## config.mk

```make
export PLATFORM = sky130hd
export DESIGN_NAME = i2c_rst_sequencer
export DESIGN_NICKNAME = d
export VERILOG_FILES = /design/src/rtl/i2c_rst_sequencer.sv
export SDC_FILE = /design/constraint.sdc
export NUM_CORES = 1
export LEC_CHECK = 0
export CAP_MARGIN = 20
export CORE_ASPECT_RATIO = 1.4
export CORE_UTILIZATION = 45
export DETAILED_ROUTE_END_ITERATION = 10
export PLACE_DENSITY_LB_ADDON = 0.08
export SLEW_MARGIN = 25
export SYNTH_ARGS = -nofsm -noshare
export SYNTH_HDL_FRONTEND = slang
export SYNTH_SLANG_ARGS = --single-unit
```

## constraint.sdc

```tcl
create_clock -name clk -period 4.2 [get_ports clk]
set_input_delay 0.84 -clock clk [delete_from_list [all_inputs] [get_ports clk]]
set_output_delay 0.84 -clock clk [all_outputs]
set_load 0.02 [all_outputs]
```

## src/rtl/i2c_rst_sequencer.sv

```systemverilog
// Reset sequencer: PE reset wraps core reset, round-robin request service.
// Ports: clk, rst_n, req/ack per source, rst_out, pe_rst_out, busy;
//   seq_count[7:0] only when I2C_RST_SEQ_STATUS_EN is defined.
module i2c_rst_sequencer #(
  parameter int N_REQ = 3,
  parameter logic [N_REQ-1:0] FULL_MASK = 3'b001,
  parameter int RST_HOLD = 8,
  parameter int PE_LAG = 4
) (
  input  logic             clk,
  input  logic             rst_n,
  input  logic [N_REQ-1:0] req,
  output logic [N_REQ-1:0] ack,
  output logic             rst_out,
  output logic             pe_rst_out,
  output logic             busy
`ifdef I2C_RST_SEQ_STATUS_EN
  ,
  output logic [7:0]       seq_count
`endif
);

  localparam int IW = $clog2(N_REQ);
  localparam logic [7:0] HOLD_LD = 8'(RST_HOLD - 1);
  localparam logic [7:0] LAG_LD = 8'(PE_LAG - 1);
  localparam logic [N_REQ-1:0] ONE = N_REQ'(1);

  typedef enum logic [2:0] {
    IDLE,
    PE_ON,
    CORE_HOLD,
    PE_HOLD,
    DONE
  } state_t;

  state_t            state;
  logic [7:0]        cnt;
  logic [N_REQ-1:0]  pend;
  logic [IW-1:0]     rr;
  logic [IW-1:0]     grant;
  logic              gvalid;

  logic [N_REQ-1:0]  rot;
  logic [N_REQ-1:0]  clr;
  logic              found;
  logic [IW-1:0]     pick;
  logic [IW-1:0]     nxt;
  int                sum;

  // Rotate pending so the search starts at rr; lowest set bit wins.
  always_comb begin
    rot = (pend >> rr) | (pend << (N_REQ - int'(rr)));
    found = 1'b0;
    sum = 0;
    for (int k = N_REQ - 1; k >= 0; k--) begin
      if (rot[k]) begin
        found = 1'b1;
        sum = int'(rr) + k;
      end
    end
    if (sum >= N_REQ) sum = sum - N_REQ;
    pick = IW'(sum);
    nxt = (sum == N_REQ - 1) ? '0 : IW'(sum + 1);
    clr = (state == IDLE && found) ? (ONE << pick) : '0;
  end

  always_ff @(posedge clk or negedge rst_n) begin
    if (!rst_n) begin
      state      <= CORE_HOLD;
      cnt        <= HOLD_LD;
      pend       <= '0;
      rr         <= '0;
      grant      <= '0;
      gvalid     <= 1'b0;
      ack        <= '0;
      rst_out    <= 1'b1;
      pe_rst_out <= 1'b1;
      busy       <= 1'b1;
    end else begin
      ack  <= '0;
      // A request arriving on the grant edge survives the clear.
      pend <= (pend & ~clr) | req;
      unique case (state)
        IDLE: begin
          if (found) begin
            grant      <= pick;
            gvalid     <= 1'b1;
            rr         <= nxt;
            busy       <= 1'b1;
            pe_rst_out <= 1'b1;
            if (FULL_MASK[pick]) begin
              state <= PE_ON;
            end else begin
              state <= PE_HOLD;
              cnt   <= HOLD_LD;
            end
          end
        end
        PE_ON: begin
          state   <= CORE_HOLD;
          cnt     <= HOLD_LD;
          rst_out <= 1'b1;
        end
        CORE_HOLD: begin
          if (cnt == 8'd0) begin
            state   <= PE_HOLD;
            cnt     <= LAG_LD;
            rst_out <= 1'b0;
          end else begin
            cnt <= cnt - 8'd1;
          end
        end
        PE_HOLD: begin
          if (cnt == 8'd0) begin
            state      <= DONE;
            pe_rst_out <= 1'b0;
            if (gvalid) ack <= ONE << grant;
          end else begin
            cnt <= cnt - 8'd1;
          end
        end
        DONE: begin
          state  <= IDLE;
          busy   <= 1'b0;
          gvalid <= 1'b0;
        end
        default: state <= IDLE;
      endcase
    end
  end

`ifdef I2C_RST_SEQ_STATUS_EN
  always_ff @(posedge clk or negedge rst_n) begin
    if (!rst_n) begin
      seq_count <= 8'd0;
    end else if (state == DONE && gvalid) begin
      if (seq_count != 8'd255) seq_count <= seq_count + 8'd1;
    end
  end
`endif

endmodule

```

Yosys cells after proc, flatten, opt, wreduce, memory -nomap -nowiden
Cells that the tools add are included.
{"block": "classes", "n_addsub": 6, "order_cmp": 2, "eq_ne": 10, "shifts": 4, "mux": 29, "bitwise": 4, "n_reduce_logical": 13}
{"cell": "2-to-1 mux 32 bit", "n": 3}
{"cell": "equality test 32 x 3 -> 1 bit (second input constant)", "n": 1}
{"cell": ">= comparator 32 x 3 -> 1 bit (second input constant)", "n": 1}
{"cell": "2-to-1 mux 8 bit", "n": 4}
{"cell": "one-hot mux 8 bit (4 select lines)", "n": 1}
{"cell": "<< shifter 3 x 32 -> 3 bit", "n": 1}
{"cell": "subtractor 32 x 3 -> 32 bit (second input constant)", "n": 1}
{"cell": "2-to-1 mux 3 bit", "n": 8}
{"cell": "one-hot mux 3 bit (4 select lines)", "n": 1}
{"cell": "inequality test 2 bit (second input constant)", "n": 5}
{"cell": "logical NOT 8 bit", "n": 1}
{"cell": "subtractor 8 x 1 -> 8 bit (second input constant)", "n": 1}
{"cell": "equality test 3 x 2 -> 1 bit (second input constant)", "n": 2}
{"cell": "2-to-1 mux 1 bit", "n": 6}
{"cell": "OR 3 bit", "n": 2}
{"cell": "one-hot mux 1 bit (2 select lines)", "n": 3}
{"cell": "AND reduction 2 bit", "n": 3}
{"cell": "AND reduction 3 bit", "n": 2}
{"cell": "nonzero test 2 bit", "n": 3}
{"cell": "<< shifter 1 x 2 -> 3 bit (first input constant)", "n": 2}
{"cell": "2-to-1 mux 2 bit", "n": 2}
{"cell": "AND reduction 4 bit", "n": 1}
{"cell": "nonzero test 4 bit", "n": 1}
{"cell": "adder 2 x 1 -> 3 bit (second input constant)", "n": 1}
{"cell": "other kinds (12)", "n": 12}
{"block": "totals", "regBits": 25, "in_bits": 5, "output_inout_bits": 6, "word_cells": 78}

Depth between registers and ports, before layout
Gate-level depths: netlist (run 1).
{"block": "logic_depth", "word_depth": 13, "depth_mapped": 14, "mapped_depth_nobuf": 13}

Worst setup path after synthesis (run 1)
Ideal clock, no wire load.
{"block": "synth_path", "kind": "reg2reg", "start": "register rr[0]", "end": "register cnt[7]", "setup_ns": 0.122, "arrival_ns": 2.884, "required_ns": 4.078, "path_slack_ns": 1.194, "stages_incl_launch_ff": 14, "path_buffers": 0, "period_less_slack_ns": 3.006, "path_cell_list": "dfrtp_1 ha_1 o221a_2 nor2_1 nor4_1 ha_1 nor2_1 xnor2_1 ha_1 o21ai_0 a22oi_4 nor4b_1 xnor2_1 nor2_1"}
{"block": "synth_between", "elab_chain_len": 12, "elab_cells_between_ends": 20, "cone_classes": "4 x add/sub; 1 x order compare; 2 x eq/ne; 2 x shift; 9 x mux; 1 x bitwise; 1 x reduce/logical"}
{"item": "from (decl)", "line_no": "39", "source": "logic [IW-1:0] rr;"}
{"item": "from (signal assigned)", "line_no": "88", "source": "rr <= nxt;"}
{"item": "subtractor 2 x 2 -> 3 bit", "line_no": "52", "source": "rot = (pend >> rr) | (pend << (N_REQ - int'(rr)));"}
{"item": "<< shifter 3 x 32 -> 3 bit", "line_no": "52"}
{"item": "OR 3 bit", "line_no": "52"}
{"item": "2-to-1 mux 3 bit", "line_no": "56", "source": "if (rot[k]) begin"}
{"item": "2-to-1 mux 32 bit (2 in series)", "line_no": "56"}
{"item": "subtractor 32 x 3 -> 32 bit or >= comparator 32 x 3 -> 1 bit (tied branches)", "line_no": "61", "source": "if (sum >= N_REQ) sum = sum - N_REQ;"}
{"item": "2-to-1 mux 32 bit", "line_no": "61"}
{"item": "binary-select mux 1 bit (select 2 bit)", "line_no": "91", "source": "if (FULL_MASK[pick]) begin"}
{"item": "2-to-1 mux 1 bit (not written as such)", "line_no": "91"}
{"item": "inequality test 2 bit (no line)"}
{"item": "AND reduction 4 bit (no line) (*)"}
{"item": "to (signal assigned)", "line_no": "110", "source": "cnt <= cnt - 8'd1;"}
{"item": "to (signal assigned)", "line_no": "119", "source": "cnt <= cnt - 8'd1;"}
{"item": "to (decl)", "line_no": "37", "source": "logic [7:0] cnt;"}
Mark *: on every way between the ends. The rest lies on a longest branch, timed or not. The select of a mux whose other input is x is not followed.
A chain may end at the register's enable or synchronous reset.

Worst setup path in the final report (run 1)
Same ends and word-level chain as after synthesis.

==> metrics.txt, run 1 <==
die area 0.003402 mm^2; # DRC 0; Starting DRT DRC Count 38; Area after DPL 0.001538 mm^2; sequential cell area fraction in the yosys report 44.47%; row cnt 23; die width 49.58 um; Final Max Tran Viols 0; clk sinks 25; worst vdd ir 0.0003601 V; Setup Fix Bufs, Post-CTS 0; Slew HR 47.98%; design area 0.001579 mm^2; EDFF count, synth 0; RSZ-0062 raised after global routing no; area grow syn2layout 10.70%; fin worst setup slack 0.7031 ns; Leak 0.6602 nW; most common cell after layout, fill and taps aside nor2_1; vias in the first global route 1070; cts hold-fix bufs 0; First-pass DRT Iterations 4; Setup violations, final 0; final hold violations 0; WL/cell 13.46 um; gp weighted congestion 0.8316; async set-reset flop share out of synthesis 100.0%; fin nets 168; Area contributors post-synth dfrtp_1, dfstp_2, nor2_1, ha_1, a21oi_1; Slew @ Worst Pin 0.7743 ns; syn avg cell area 9.573 um^2; Tcrit/Tclk final 83.26%; CP startpoint kind register; Req. time, crit path 4.36 ns; vias per cell 5.725; Netlist cell types 38; grt ovf 0; Post-Route WL 2.598 mm; all-layer global routing usage 18.10%; cell taking the most area after synthesis dfrtp_1; initial antenna violation count 0; critical path class register to register; pwr dens 660.2 mW/mm^2; share of layout cells above drive strength 1 12.18%; CTS Buf Count 3; skew final 0.001654 ns; CP Capture Type register; core footprint 0.002935 mm^2; Mapped Area 0.001426 mm^2; post-route ant nets 0; HPWL Detailed 1.944 mm; commonest non-fill, non-tap cells in the layout nor2_1, dfrtp_1, inv_1, nand2_1; # diodes 0; first-pass GRT wire length 4.629 mm; TritonCTS clock tree built; port bufs 10; CTS Buffer Depth 2; Root Driver clkbuf_8; CP max FO 12; fmax 286.0 MHz; status finished, final reports clean; H-Tree Depth 1; fillers 278; Post-Syn Instances 149; Worst-Skew Late Latency 0.27 ns; quantity of gates resized following cts 0; dpl ws 0.7105 ns; pin count of the biggest net entering global routing 22; ys flop type dfrtp_1; Die H 68.62 um; Vias 1105; register bit total from synthesis 25; syn nets 160; Initial Util 48.59%; Period minus WS final 3.497 ns; post-synth top area share 31.58%; max cap viols 0; Arr. time, crit path 3.66 ns; Ys Warns 0; sum of negative setup slack 0 ns; num ports 11; clk slew on worst S/H paths 0.08 ns; Hold Crit Class register to register
==> critical path, stage by stage, from the launching register on <==
cell,delay (ns)
dfrtp_1,0.50
ha_1,0.35
o221a_2,0.18
nor2_1,0.04
nor4_1,0.49
ha_1,0.26
nor2_1,0.09
mux2i_1,0.21
ha_1,0.26
o21ai_0,0.34
a22oi_4,0.11
nor4b_1,0.33
xnor2_1,0.16
nor2_1,0.06
==> stage by stage <==
stage	hold WS, ns	total power, W	instances	utilization, %
2_1_floorplan	0.4447	0.0008024	149	-
3_3_place_gp	0.4621	0.0008907	189	52.39
3_5_place_dp	0.4722	0.0009069	189	52.39
4_1_cts	0.4825	0.001054	193	53.96
5_1_grt	0.5124	0.001148	193	53.79
6_report	0.4785	0.001042	193	53.79
==> routing by layer <==
| layer | wire length, um | share of wire, % | global-route usage [%] | vias to the layer above |
|---|---|---|---|---|
| met1 | 1064 | 41 | 18.56 | 547 |
| met2 | 1430 | 55 | 35.64 | 15 |
| met4 | 54 | 2.1 | 10.00 | 0 |
| met3 | 48 | 1.8 | 1.974 | 5 |
| met5 | 0 | 0 | 0 | - |
| li1 | - | - | - | 538 |
==> cell usage after synthesis, types with 2 or more instances <==
library cell and n:
nor2_1 21, dfrtp_1 18, inv_1 10, nand2_1 10
a21oi_1 9, dfstp_2 7, o21ai_0 7, ha_1 6
nor3_1 6, nor3b_1 5, xnor2_1 5, a21o_1 4
buf_2 4, a22o_1 3, clkbuf_1 3, a211oi_1 2
and3b_1 2, nand2b_1 2, nor4_1 2, nor4b_1 2
o211ai_1 2, or3_1 2, or4_1 2
==> state kept, by name, summed over array words and instances, names as in the netlist <==
register and flops:
cnt 8, ack 3, pend 3, state 3, grant 2, rr 2, busy 1, gvalid 1
pe_rst_out 1, rst_out 1
==> cells by family (layout without fill, tap and decap cells) <==
group | count (synthesis) | count (layout) | share of synthesized area (%)
muxes | 1 | 1 | 0.7018
and+or+nand+nor | 59 | 59 | 21.93
buffers and inverters | 18 | 25 | 5.614
adders and majority gates | 6 | 6 | 5.263
DFF | 25 | 25 | 44.47
AOI/OAI and AO/OA | 34 | 34 | 18.33
xor gates and xnor gates | 6 | 6 | 3.684
==> layout make-up <==
class	instances	area [um^2]	area share, %
Clock buffer	3	41.29	2.615
Inverter	10	37.54	2.377
Tap cell	37	46.29	2.932
Clock inverter	1	5.005	0.3170
Multi-Input combinational cell	106	711.9	45.09
Sequential cell	25	634.4	40.17
Timing Repair Buffer	11	102.6	6.498
==> where the power goes <==
part           switching [W]  internal, W
Clock              0.0000751    0.0000664
Sequential         0.0000991     0.000339
Combinational       0.000249     0.000215
Total               0.000423     0.000620
==> path summary, 6_finish.rpt <==
| kind | startpoint | end | slack [ns] | cells past startpoint |
|---|---|---|---|---|
| setup / recovery | rr[0] | cnt[7] | 0.70 | 13 |
| hold / removal | grant[1] | ack[1] | 0.48 | 1 |
| setup reg to reg | rr[0] | cnt[7] | 0.70 | 13 |
| hold reg to reg | grant[1] | ack[1] | 0.48 | 1 |
| max in group asynchronous | rst_n | pe_rst_out | 3.14 | 2 |
| min in group asynchronous | rst_n | rr[1] | 0.51 | 1 |
Power figures use the tool's default switching activity.
==> run 2, diff against run 1 <==
==> constraint.sdc (replaced) <==
create_clock -name clk -period 2.9 [get_ports clk]
set_input_delay 0.58 -clock clk [delete_from_list [all_inputs] [get_ports clk]]
set_output_delay 0.58 -clock clk [all_outputs]
set_load 0.02 [all_outputs]
==> run 2 against run 1 <==
Against the previous run: global-route usage decreased by 0.22 points; critical path depth unchanged; clock skew increased by 0.0026 ns; worst setup slack got worse by 0.50 ns; wire length increased by 8.2%; sequential share of layout area decreased by 2.1 points; critical path type unchanged.
==> metrics.txt, run 2 (synthesis gave the netlist of run 1 again) <==
Req. time, crit path 3.06 ns (-1.30 ns); RR Endpoint cnt[6]; Vias 1101 (-0.36%); met1 Use GR 17.22% (-1.3 points); Slew @ Worst Pin 0.8271 ns (+0.05283 ns); clk slew on worst S/H paths 0.09 ns (about the same); hold path startpoint grant[1]; WL/cell 13.99 um (+3.9%); Root Driver clkbuf_8; hold-critical path depth 1 (unchanged); reg-to-reg setup timing slack 0.20 ns (-0.50 ns); core footprint 0.002935 mm^2 (unchanged); num ports 11 (unchanged); CP max FO 5 (-7); # diodes 0 (unchanged); fillers 276 (-0.72%); Post-Route WL 2.812 mm (+8.2%); CP Capture Type register; First-pass DRT Iterations 4 (unchanged); share of layout cells above drive strength 1 19.51% (+7.3 points); global route hottest layer met2; first-pass GRT wire length 4.595 mm (-0.73%); max reg flops 8 (unchanged); area of the multi-input gates 733.2 um^2 (+3.0%); H-Tree Depth 1 (unchanged); GRT met3 Usage 1.974% (unchanged); Worst Hold Endpoint ack[1]; grt ovf 0 (unchanged); clk sinks 25 (unchanged); gp weighted congestion 0.8575 (+3.1%); HPWL Detailed 2.106 mm (+8.3%); Period minus WS final 2.699 ns (-0.7984 ns); most common cell after layout, fill and taps aside nor2_1; CTS Buf Count 3 (unchanged); commonest non-fill, non-tap cells in the layout nor2_1, dfrtp_1, inv_1, nand2_1, clkdlybuf4s50_1; Setup violations, final 0 (unchanged); row cnt 23 (unchanged); Die H 68.62 um (unchanged); area grow syn2layout 17.02%; Tcrit/Tclk final 93.05% (+9.8 points); Final Max Tran Viols 0 (unchanged); placed insts 197 (+4.2%); die area 0.003402 mm^2 (unchanged); pwr dens 1003 mW/mm^2 (+52%); RSZ-0062 raised after global routing no; critical path class register to register; initial antenna violation count 0 (unchanged); vias per cell 5.478 (-4.3%); pin count of the biggest net entering global routing 26 (+18%); Layout Cells excl Fill 201 (+4.1%); Starting DRT DRC Count 7 (-82%); status finished, final reports clean; Initial Util 48.59% (unchanged); worst r2r path cells 13 (unchanged); fin nets 176 (+4.8%); Area after DPL 0.001604 mm^2 (+4.3%); TritonCTS clock tree built; RR Startpoint rr[0]; Worst-Skew Late Latency 0.27 ns (about the same); met2 capacity usage during global routing 36.66% (+1.0 points); vias in the first global route 1087 (+1.6%); skew final 0.004217 ns (+0.002563 ns); design area 0.001669 mm^2 (+5.7%); cts hold-fix bufs 0 (unchanged); Slew HR 44.43% (-3.5 points); Arr. time, crit path 2.86 ns (-0.80 ns); Hold Crit Class register to register; Storage cell area 635.6 um^2 (+0.20%); CP startpoint kind register; Biggest register cnt; die width 49.58 um (unchanged); CTS Buffer Depth 2 (unchanged); post-route ant nets 0 (unchanged); all-layer global routing usage 17.88% (-0.22 points); # DRC 0 (unchanged); worst vdd ir 0.0006590 V (+83%); fmax 370.6 MHz (+30%); Setup Fix Bufs, Post-CTS 0 (unchanged); max cap viols 0 (unchanged); final hold violations 0 (unchanged); port bufs 10 (unchanged); Leak 0.6972 nW (+5.6%); CP Launch Point rr[0]; sum of negative setup slack 0 ns (unchanged)
[run 2: cell types whose count changed in the layout (fill, tap and decap cells not counted), sizes merged]
| cell | change |
|---|---|
| buf | +7 |
| clkdlybuf4s50 | +1 |
| clkinv | -1 |
| clkinvlp | +1 |
[run 2: how the worst max path moves through the flow]
stage             end  slack, ns  depth (start not counted)
6_report       cnt[6]       0.20                         13
3_3_place_gp   cnt[7]       0.07                         13
3_5_place_dp   cnt[2]    -0.0003                         13
2_1_floorplan  cnt[7]       0.06                         13
4_1_cts        cnt[7]       0.03                         13
5_1_grt        cnt[7]      0.001                         13
[run 2: final cells by class]
class,instances,share of cell area (%)
Clock buffer,3,2.474
Sequential cell,25,38.08
Clock inverter,1,0.4498
Multi-Input combinational cell,106,43.93
Tap cell,37,2.774
Inverter,10,2.249
Timing Repair Buffer,19,10.04
[run 2: stage by stage]
step           util (%)  worst slack (ns)  power [W]  hold slack [ns]
3_5_place_dp      54.65        -0.0003120   0.001453           0.4718
3_3_place_gp      54.65           0.06781   0.001422           0.4652
6_report          56.86            0.2014   0.001674           0.4859
4_1_cts           56.52           0.03079   0.001680           0.4858
5_1_grt           56.86         0.0009504   0.001814           0.5032
2_1_floorplan         -           0.06412   0.001172           0.2844
[run 2: where the power goes]
part           internal (W)  switching, W
sequential         0.000491      0.000110
clock             0.0000973      0.000113
combinational      0.000409      0.000453
total              0.000998      0.000676
[run 2: routing by layer]
metal | share of wire (%) | vias up
li1 | - | 556
met1 | 40 | 526
met2 | 56 | 11
met3 | 1.2 | 8
met4 | 2.3 | 0
met5 | 0 | -
[run 2: worst max-delay path: stages, from the launching register on]
cell and delay [ns]:
dfrtp_1 0.39, ha_1 0.31, o221a_2 0.23, nor2_1 0.12
nor4_2 0.06, ha_1 0.21, nor2_2 0.16, mux2i_1 0.25
ha_1 0.22, o21ai_2 0.09, a22oi_4 0.23, nor3_1 0.09
xnor2_1 0.17, nor2_1 0.06
[run 2: timing repair]
action                                  CTS  global route
gates resized for setup                   2             3
pin swaps                                 0             1
endpoints found under the setup margin    2             8
